File: src/rtl/pmp_pkg.sv
// Shared types for the PMP check arbiter: checker access encodings,
// requester identity and the configuration-quiesce FSM states.
package pmp_pkg;

    localparam logic [1:0] ACC_X = 2'b00;
    localparam logic [1:0] ACC_R = 2'b01;
    localparam logic [1:0] ACC_W = 2'b11;

    typedef enum logic {
        SRC_IF = 1'b0,
        SRC_DM = 1'b1
    } src_type;

    typedef enum logic [1:0] {
        RUN   = 2'd0,
        DRAIN = 2'd1,
        QUIET = 2'd2
    } arb_state_type;

    // Fetches always check execute permission; data accesses check R or W.
    function automatic logic [1:0] acc_of(input src_type src, input logic write);
        logic [1:0] acc;
        if (src == SRC_IF) begin
            acc = ACC_X;
        end else if (write) begin
            acc = ACC_W;
        end else begin
            acc = ACC_R;
        end
        return acc;
    endfunction

endpackage

File: src/rtl/pmp_rr_arb2.sv
// Two-input round-robin arbiter: a lone requester wins, on a tie the port not granted last wins.
// Grant is combinational; the last-grant pointer only moves when the grant is actually accepted.
module pmp_rr_arb2 (
    input  logic       clk_i,
    input  logic       rst_i,
    input  logic [1:0] req_i,
    input  logic       accept_i,
    output logic [1:0] grant_o
);

    // 1 = data port was granted last; reset value gives fetch the first tie.
    logic last_dm_q;
    logic last_dm_d;

    always_comb begin
        grant_o = 2'b00;
        case (req_i)
            2'b01:   grant_o = 2'b01;
            2'b10:   grant_o = 2'b10;
            2'b11:   grant_o = last_dm_q ? 2'b01 : 2'b10;
            default: grant_o = 2'b00;
        endcase
    end

    always_comb begin
        last_dm_d = last_dm_q;
        if (accept_i && (grant_o != 2'b00)) begin
            last_dm_d = grant_o[1];
        end
    end

    always_ff @(posedge clk_i) begin
        if (rst_i) begin
            last_dm_q <= 1'b1;
        end else begin
            last_dm_q <= last_dm_d;
        end
    end

endmodule

File: src/rtl/pmp_check_arbiter.sv
// Shares one PMP checker between fetch and data ports via round-robin grant; optional PMP_ARB_FAULT_CNT_EN counts denials.
// Latency: accept at E0, checker inputs valid E0..E1, response registered at E1 (2 edges, 1 check/cycle).
// Backpressure: a held response stalls the check stage and drops ready; cfg_req blocks grants and drains both stages.
module pmp_check_arbiter
    import pmp_pkg::*;
#(
    parameter int pmp_msb   = 55,
    parameter int cnt_width = 16
) (
    input  logic                 clk300p,
    input  logic                 rst,
    input  logic                 if_valid,
    output logic                 if_ready,
    input  logic [pmp_msb:0]     if_addr,
    input  logic                 dm_valid,
    output logic                 dm_ready,
    input  logic [pmp_msb:0]     dm_addr,
    input  logic                 dm_write,
    input  logic [1:0]           prv,
    input  logic [1:0]           mpp,
    input  logic                 mprv,
    output logic                 if_rvalid,
    input  logic                 if_rready,
    output logic                 if_rok,
    output logic                 dm_rvalid,
    input  logic                 dm_rready,
    output logic                 dm_rok,
    output logic [pmp_msb:0]     chk_address,
    output logic [1:0]           chk_acc,
    output logic [1:0]           chk_prv,
    output logic [1:0]           chk_mpp,
    output logic                 chk_mprv,
    output logic                 chk_valid,
    input  logic                 chk_ok,
    input  logic                 cfg_req,
    output logic                 cfg_ack,
    input  logic                 fault_clr,
    output logic [cnt_width-1:0] fault_cnt
);

    arb_state_type state_q;
    logic          cfg_ack_q;

    logic            c_valid_q, c_valid_d;
    src_type         c_src_q,   c_src_d;
    logic [pmp_msb:0] c_addr_q, c_addr_d;
    logic [1:0]      c_acc_q,   c_acc_d;
    logic [1:0]      c_prv_q,   c_prv_d;
    logic [1:0]      c_mpp_q,   c_mpp_d;
    logic            c_mprv_q,  c_mprv_d;

    logic    r_valid_q, r_valid_d;
    src_type r_src_q,   r_src_d;
    logic    r_ok_q,    r_ok_d;

    logic [1:0] grant;
    logic       gnt_dm;
    logic       r_free;
    logic       c_adv;
    logic       accept_ok;
    logic       accept;

    assign r_free = !r_valid_q || ((r_src_q == SRC_DM) ? dm_rready : if_rready);
    assign c_adv  = c_valid_q && r_free;

    // Ready is combinational on cfg_req so a new request cannot slip in the cycle quiesce starts.
    assign accept_ok = !rst && (state_q == RUN) && !cfg_req && (!c_valid_q || r_free);
    assign if_ready  = grant[0] && accept_ok;
    assign dm_ready  = grant[1] && accept_ok;
    assign accept    = if_ready || dm_ready;
    assign gnt_dm    = grant[1];

    pmp_rr_arb2 u_arb (
        .clk_i    (clk300p),
        .rst_i    (rst),
        .req_i    ({dm_valid, if_valid}),
        .accept_i (accept),
        .grant_o  (grant)
    );

    always_comb begin
        c_valid_d = c_valid_q;
        c_src_d   = c_src_q;
        c_addr_d  = c_addr_q;
        c_acc_d   = c_acc_q;
        c_prv_d   = c_prv_q;
        c_mpp_d   = c_mpp_q;
        c_mprv_d  = c_mprv_q;
        if (accept) begin
            c_valid_d = 1'b1;
            c_src_d   = gnt_dm ? SRC_DM : SRC_IF;
            c_addr_d  = gnt_dm ? dm_addr : if_addr;
            c_acc_d   = acc_of(gnt_dm ? SRC_DM : SRC_IF, dm_write);
            c_prv_d   = prv;
            c_mpp_d   = mpp;
            // MPRV only redirects loads/stores, never instruction fetch.
            c_mprv_d  = gnt_dm && mprv;
        end else if (c_adv) begin
            c_valid_d = 1'b0;
        end
    end

    always_comb begin
        r_valid_d = r_valid_q;
        r_src_d   = r_src_q;
        r_ok_d    = r_ok_q;
        if (c_adv) begin
            r_valid_d = 1'b1;
            r_src_d   = c_src_q;
            r_ok_d    = chk_ok;
        end else if (r_free) begin
            r_valid_d = 1'b0;
        end
    end

    always_ff @(posedge clk300p) begin
        if (rst) begin
            c_valid_q <= 1'b0;
            c_src_q   <= SRC_IF;
            c_addr_q  <= '0;
            c_acc_q   <= 2'b00;
            c_prv_q   <= 2'b00;
            c_mpp_q   <= 2'b00;
            c_mprv_q  <= 1'b0;
            r_valid_q <= 1'b0;
            r_src_q   <= SRC_IF;
            r_ok_q    <= 1'b0;
        end else begin
            c_valid_q <= c_valid_d;
            c_src_q   <= c_src_d;
            c_addr_q  <= c_addr_d;
            c_acc_q   <= c_acc_d;
            c_prv_q   <= c_prv_d;
            c_mpp_q   <= c_mpp_d;
            c_mprv_q  <= c_mprv_d;
            r_valid_q <= r_valid_d;
            r_src_q   <= r_src_d;
            r_ok_q    <= r_ok_d;
        end
    end

    // Ack is only raised once both stages have been observed empty while still requested.
    always_ff @(posedge clk300p) begin
        if (rst) begin
            state_q   <= RUN;
            cfg_ack_q <= 1'b0;
        end else begin
            case (state_q)
                RUN: begin
                    if (cfg_req) begin
                        state_q <= DRAIN;
                    end
                end
                DRAIN: begin
                    if (!cfg_req) begin
                        state_q <= RUN;
                    end else if (!c_valid_q && !r_valid_q) begin
                        state_q   <= QUIET;
                        cfg_ack_q <= 1'b1;
                    end
                end
                QUIET: begin
                    if (!cfg_req) begin
                        state_q   <= RUN;
                        cfg_ack_q <= 1'b0;
                    end
                end
                default: begin
                    state_q   <= RUN;
                    cfg_ack_q <= 1'b0;
                end
            endcase
        end
    end

    assign chk_valid   = c_valid_q;
    assign chk_address = c_addr_q;
    assign chk_acc     = c_acc_q;
    assign chk_prv     = c_prv_q;
    assign chk_mpp     = c_mpp_q;
    assign chk_mprv    = c_mprv_q;

    assign if_rvalid = r_valid_q && (r_src_q == SRC_IF);
    assign dm_rvalid = r_valid_q && (r_src_q == SRC_DM);
    assign if_rok    = r_ok_q;
    assign dm_rok    = r_ok_q;
    assign cfg_ack   = cfg_ack_q;

`ifdef PMP_ARB_FAULT_CNT_EN
    localparam logic [cnt_width-1:0] CNT_ONE = {{(cnt_width-1){1'b0}}, 1'b1};

    logic [cnt_width-1:0] fault_cnt_q;
    logic [cnt_width-1:0] fault_cnt_d;

    always_comb begin
        fault_cnt_d = fault_cnt_q;
        if (fault_clr) begin
            fault_cnt_d = '0;
        end else if (c_adv && !chk_ok && (fault_cnt_q != '1)) begin
            fault_cnt_d = fault_cnt_q + CNT_ONE;
        end
    end

    always_ff @(posedge clk300p) begin
        if (rst) begin
            fault_cnt_q <= '0;
        end else begin
            fault_cnt_q <= fault_cnt_d;
        end
    end

    assign fault_cnt = fault_cnt_q;
`else
    logic unused_fault_clr;
    assign unused_fault_clr = fault_clr;
    assign fault_cnt        = '0;
`endif

endmodule
File: config.mk
export PLATFORM = sky130hd
export DESIGN_NAME = pmp_check_arbiter
export DESIGN_NICKNAME = d
export VERILOG_FILES = /design/src/rtl/pmp_pkg.sv /design/src/rtl/pmp_rr_arb2.sv /design/src/rtl/pmp_check_arbiter.sv
export SDC_FILE = /design/constraint.sdc
export NUM_CORES = 1
export LEC_CHECK = 0
export ABC_AREA = 1
export CELL_PAD_IN_SITES_DETAIL_PLACEMENT = 0
export CELL_PAD_IN_SITES_GLOBAL_PLACEMENT = 1
export CORE_ASPECT_RATIO = 1.1
export CORE_UTILIZATION = 29
export CTS_CLUSTER_SIZE = 10
export DETAILED_ROUTE_END_ITERATION = 16
export PLACE_DENSITY_LB_ADDON = 0.1
export SLEW_MARGIN = 10
export SYNTH_ARGS = -nofsm -noshare
export SYNTH_HDL_FRONTEND = slang
export SYNTH_HIERARCHICAL = 1
export SYNTH_SLANG_ARGS = --single-unit
File: constraint.sdc
create_clock -name clk300p -period 3.34 [get_ports clk300p]
set_input_delay 0.668 -clock clk300p [delete_from_list [all_inputs] [get_ports clk300p]]
set_output_delay 0.668 -clock clk300p [all_outputs]
set_load 0.02 [all_outputs]
=== After elaboration in Yosys (flattened, before gate mapping) ===
Cells that the tools add are included.

* Register bits: 72
* Bits in latches: 0
* RAM bits: 0
* Bits in read-only memories: 0
* Input bits: 127
* Output and inout port bits: 87
* Word-level logic and storage cells: 69
* Memories kept: 0

* Add/sub/neg operators: 0
* $mul: 0
* Divide/modulo/power cells: 0
* Magnitude comparators: 0
* Equality and inequality tests: 10
* Shift-type cells: 0
* Multiplexer cells: 20
* Bitwise logic cells: 2
* Reductions and logical operators: 24

{| class="wikitable"
|+ Operators by type and width
! operator !! number
|-
| 56-bit two-way mux || 1
|-
| 2-bit two-way mux || 7
|-
| 2-bit one-hot mux with 3 select lines || 2
|-
| 1-bit logical AND || 11
|-
| 1-bit two-way mux || 9
|-
| 2-bit inequality test (second input constant) || 4
|-
| 2-bit == test (second input constant) || 3
|-
| 2-bit nonzero test || 3
|-
| 2-bit by 1-bit == test with 1-bit output (second input constant) || 2
|-
| 1-bit logical NOT || 4
|-
| 4-bit AND reduction || 1
|-
| 1-bit logical OR || 3
|-
| 3-bit inequality test (second input constant) || 1
|-
| 1-bit one-hot mux with 3 select lines || 1
|-
| 3-bit AND reduction || 1
|-
| 2-bit logical NOT || 1
|-
| 1-bit NOT || 2
|}

=== Logic depth before layout (Yosys ltp) ===
* Depth after elaboration: 7
* Mapped depth: 10
* Gate-level depth less buffers: 8

=== By module ===
Netlist, hierarchy kept.

{| class="wikitable"
|+ By module, submodules not included
! module !! times used !! cells an instance !! area each (µm²) !! sequential area each (µm²)
|-
| pmp_check_arbiter || 1 || 601 || 4197.8 || 1401.3
|-
| pmp_rr_arb2 || 1 || 9 || 60.1 || 20.0
|}

=== Worst setup path before layout ===
OpenSTA, ideal clock, no wires.

* Path kind: input-to-output
* Start: input dm_valid
* End: output dm_ready
* Arrival time: 1.669 ns
* Required time: 2.672 ns
* Setup slack: 1.003 ns
* Cell stages on the path: 6
* Path buffers: 3
* Cell sequence: a21boi_0 -> buf_2 -> buf_4 -> clkbuf_1 -> nand3_1 -> inv_1

* Longest elaborated chain between the ends: 3
* Elaborated cells between the ends (all ways): 5
* Those cells by class: 3 x eq/ne; 1 x mux; 1 x reduce/logical

{| class="wikitable"
|+ RTL lines
! what !! RTL line !! RTL
|-
| from (decl) || pmp_check_arbiter.sv:15 || <nowiki>input logic dm_valid,</nowiki>
|-
| 2-bit == test or 2-bit by 1-bit == test with 1-bit output (tied branches) || pmp_rr_arb2.sv:17 || <nowiki>case (req_i)</nowiki>
|-
| 2-bit one-hot mux with 3 select lines (*) || pmp_rr_arb2.sv:17 ||
|-
| 1-bit logical AND (*) || pmp_check_arbiter.sv:69 || <nowiki>assign dm_ready = grant[1] && accept_ok;</nowiki>
|-
| to (decl) || pmp_check_arbiter.sv:16 || <nowiki>output logic dm_ready,</nowiki>
|}

Every way passes the cells marked *; elsewhere a longest branch is shown, timed or not.

=== Worst setup path after layout ===
* Start: input dm_valid
* End: output dm_ready

* Longest elaborated chain between the ends: 3
* Elaborated cells between the ends (all ways): 5
* Those cells by class: 3 x eq/ne; 1 x mux; 1 x reduce/logical

{| class="wikitable"
|+ RTL lines
! what !! RTL line !! RTL
|-
| 2-bit == test or 2-bit by 1-bit == test with 1-bit output (tied branches) || pmp_rr_arb2.sv:17 ||
|-
| 2-bit one-hot mux with 3 select lines (*) || pmp_rr_arb2.sv:17 ||
|-
| via grant[1] || pmp_check_arbiter.sv:56 || <nowiki>logic [1:0] grant;</nowiki>
|-
| 1-bit logical AND (*) || pmp_check_arbiter.sv:69 ||
|}

Mark *: on every way through the listed nets, which the timed path passes. The rest lies on a longest branch.

==> summary by stage <==
Cells and area
Excluding fillers, the count of instances in the completed layout stands at 966. Leaving out fill and tap cells, the most frequent cell in the layout is sky130_fd_sc_hd__clkdlybuf4s50_1. The layout overhead on the synthesized area is 51.4%. 0 antenna diodes ended up in the layout. After the last flow step, the layout net total stands at between 800 and 900. Cells fill 44.8% of the core in the end. The library cells used most frequently in the layout, excluding fill and tap cells, are sky130_fd_sc_hd__clkdlybuf4s50_1 (196), sky130_fd_sc_hd__nand2_1 (127), sky130_fd_sc_hd__nor2_1 (122). The post-route netlist has 4.26% of its cells at a drive strength greater than 1.

Worst setup path
The delay of the slowest cell on the worst path is roughly 0.60 ns. The signal on the critical path passes through clkdlybuf4s50_1 > a21boi_4 > nand3_1 > inv_1 > clkdlybuf4s50_1. The kind of launch point of the worst setup path is a primary input. The largest driver fanout on the critical path is 3. The top cell family by delay on the critical path is buffers and inverters. STA puts the critical path data arrival time at 2.33 ns.

The count of buffer and inverter cells on the critical path is 3. Counting buffers and inverters, the worst setup path is 5 cells deep. The worst setup path is captured at a primary output. Measured in cells, the most critical reg-to-reg path has a length of 8.

Among the stages of the critical path, the cell type that occurs most often is sky130_fd_sc_hd__clkdlybuf4s50_1. STA puts the critical path data required time at around 2.7 ns. The library cell contributing the largest single delay on the critical path is sky130_fd_sc_hd__clkdlybuf4s50_1. By startpoint and endpoint, the worst setup path is classified as in2out.

CTS
The post-CTS setup-driven buffer insertion count is 0. TritonCTS built the clock tree. TritonCTS created 9 clock buffers. The CTS clock-pin slew for the worst setup and hold paths is around 0.050 ns. The number of cells upsized or downsized after cts is 0. Clock latency on the worst-skew pair, taken at its later pin, is 0.34 ns.

The hold buffer count at cts is 0. The total number of H-tree levels is 3. The cell sitting at the root of the clock tree is a sky130_fd_sc_hd__clkbuf_16. The maximum buffer depth of the clock tree is 2.

CTS saw between 70 and 80 sinks.

Place
The routability congestion estimate from global placement is 0.731. After detailed placement, the design holds a cell count of 950. The total of buffers placed on input and output ports is around 200. Detailed placement ended at an HPWL of 8.44 mm.

Yosys
The most used flip-flop cell after synthesis is sky130_fd_sc_hd__dfxtp_1. Yosys printed 6 warnings. Counting flops and latches in the post-synthesis netlist gives 71. The cell count after synthesis is 610.

The post-synthesis sequential area ratio is 33.4%. The number of library cell types mapped by synthesis is 27. The synthesized netlist occupies a cell area of 4260 sq um.

Averaged over all synthesized cells, the footprint is 6.98 sq um. The number of enable flip-flop cells after synthesis is 0. The fraction of synthesis flops using an asynchronous set or reset pin is 0%.

STA
The setup TNS after final layout is 0 ns. The fmax is about 0.33 GHz. The clock skew is 0.00550 ns. The final number of hold-violating endpoints came to 0. In this run the tightest slew margin relative to its limit is 48.5%. At the pin with the least slew margin, the transition time is around 0.77 ns.

The number of pins exceeding their max-slew limit in the final report is 0. The worst path uses 89.6% of the clock period. The final setup violation count is 0. The minimum period implied by the final worst setup slack is approximately 3.0 ns.

Setup repair after global routing left no endpoint under its margin. Final hold analysis gives a worst-case slack of between 0.4 and 0.5 ns.

GRT
The global-route usage over all layers is 16.8%. The first global-routing pass estimated between 20 and 25 mm of wire. The pin count of the biggest net entering global routing is 176. The via count of the first global-routing pass came to 4038. The initial antenna violation count is 0.

Summed over all layers, the global routing overflow is 0.

Die
The number of core rows is 46. The die span in y is ~130 microns. The floorplan step set the die width to 118 microns.

The number of top-level pins is 214. The area enclosed by the die boundary is 15200 sq um. The initial standard-cell utilization of the core is 29.6%. The placeable core area is 14400 sq um.

Detailed routing
The total number of vias is 4403. The final routed wire length divided by cell count is 13.4 microns. The via count normalized by instance count is between 4 and 5. The final routed DRC violation total is 0. The first detailed-routing pass took 4 iterations.

For this block, the routed nets add up to between 10 and 15 mm of wire. After the first detailed-routing iteration, the DRC count stood at 179. The detail route stage leaves a number of antenna-violating nets equal to 0.

Power
The leakage power figure is 0.00266 uW. Power spread over the standard cell area amounts to 382 nW/um^2. The worst supply voltage drop on vdd is 0.181 mV. The design draws 2460 uW.

Outcome
The flow ran to the end, and the final reports show no timing, DRC or antenna violations.

Min path
The worst hold-check path type is reg2reg. The cell count of the worst hold path is 1.

Job
The number of maximum-capacitance violations is 0.
[final timing paths]
path                                  end  slack [ns]                          from
hold / removal    state_q[0]$_SDFFE_PP0P_        0.44       state_q[1]$_SDFFE_PP0P_
setup reg to reg  chk_prv[1]$_SDFFE_PP0P_        1.27  u_arb/last_dm_q$_SDFFE_PP1P_
hold reg to reg   state_q[0]$_SDFFE_PP0P_        0.44       state_q[1]$_SDFFE_PP0P_
setup / recovery                 dm_ready        0.35                      dm_valid
[logic make-up after synthesis]
| group | synth area share [%] |
|---|---|
| AND/OR/NAND/NOR | 24.1 |
| buffers and inverters | 17.6 |
| other | 0.0881 |
| AO/OA/AOI/OAI | 24.9 |
| flip-flops | 33.4 |
[cell usage after synthesis, types with 2 or more instances]
cell	number	area share, %
sky130_fd_sc_hd__clkbuf_1	8	0.71
sky130_fd_sc_hd__a21oi_1	8	0.94
sky130_fd_sc_hd__buf_6	9	2.4
sky130_fd_sc_hd__nand2_1	127	11
sky130_fd_sc_hd__dfxtp_1	71	33
sky130_fd_sc_hd__inv_4	2	0.29
sky130_fd_sc_hd__inv_1	70	6.2
sky130_fd_sc_hd__o21ai_0	2	0.24
sky130_fd_sc_hd__buf_1	10	0.88
sky130_fd_sc_hd__buf_4	30	5.3
sky130_fd_sc_hd__buf_2	15	1.8
sky130_fd_sc_hd__o21a_1	56	9.9
sky130_fd_sc_hd__nand3_1	7	0.82
sky130_fd_sc_hd__o2111ai_1	60	12
sky130_fd_sc_hd__nor2_1	122	11
sky130_fd_sc_hd__nand4_1	2	0.29
[area by class of cell]
class	instances	area [sq um]
Clock buffer	12	256
Fill cell	1513	7940
Multi-Input combinational cell	409	2180
Clock inverter	4	20.0
Timing Repair Buffer	205	2050
Inverter	73	279
Sequential cell	71	1420
Tap cell	192	240
[metal layers]
metal  vias to the layer above  share of wire, %  track usage (%)
li1                       2275                 -                -
met1                      1990                44             20.1
met2                       123                48             28.9
met3                        15               5.9             4.84
met4                         0               1.5             6.03
met5                         -                 0                0
[state kept, by name (all words and copies together), names as in the netlist]
signal           flops
chk_mpp              2
r_src_q              1
chk_valid            1
state_q              2
r_valid_q            1
dm_rok               1
chk_prv              2
u_arb/last_dm_q      1
chk_mprv             1
chk_address         56
cfg_ack              1
chk_acc              2
[stage by stage]
step	cell area [sq um]	setup slack, ns
3_3_place_gp	6170	0.418
4_1_cts	6450	0.356
6_report	6450	0.347
5_1_grt	6450	0.328
3_5_place_dp	6170	0.360
2_1_floorplan	4310	1.00
[power breakdown]
group	internal, uW	total [uW]	leakage [uW]	switching (uW)
combinational	324	642	0.00194	318
sequential	899	926	0.000580	26.3
clock	538	894	0.000142	357
total	1760	2460	0.00266	701
(Power assumes the default switching activity.)
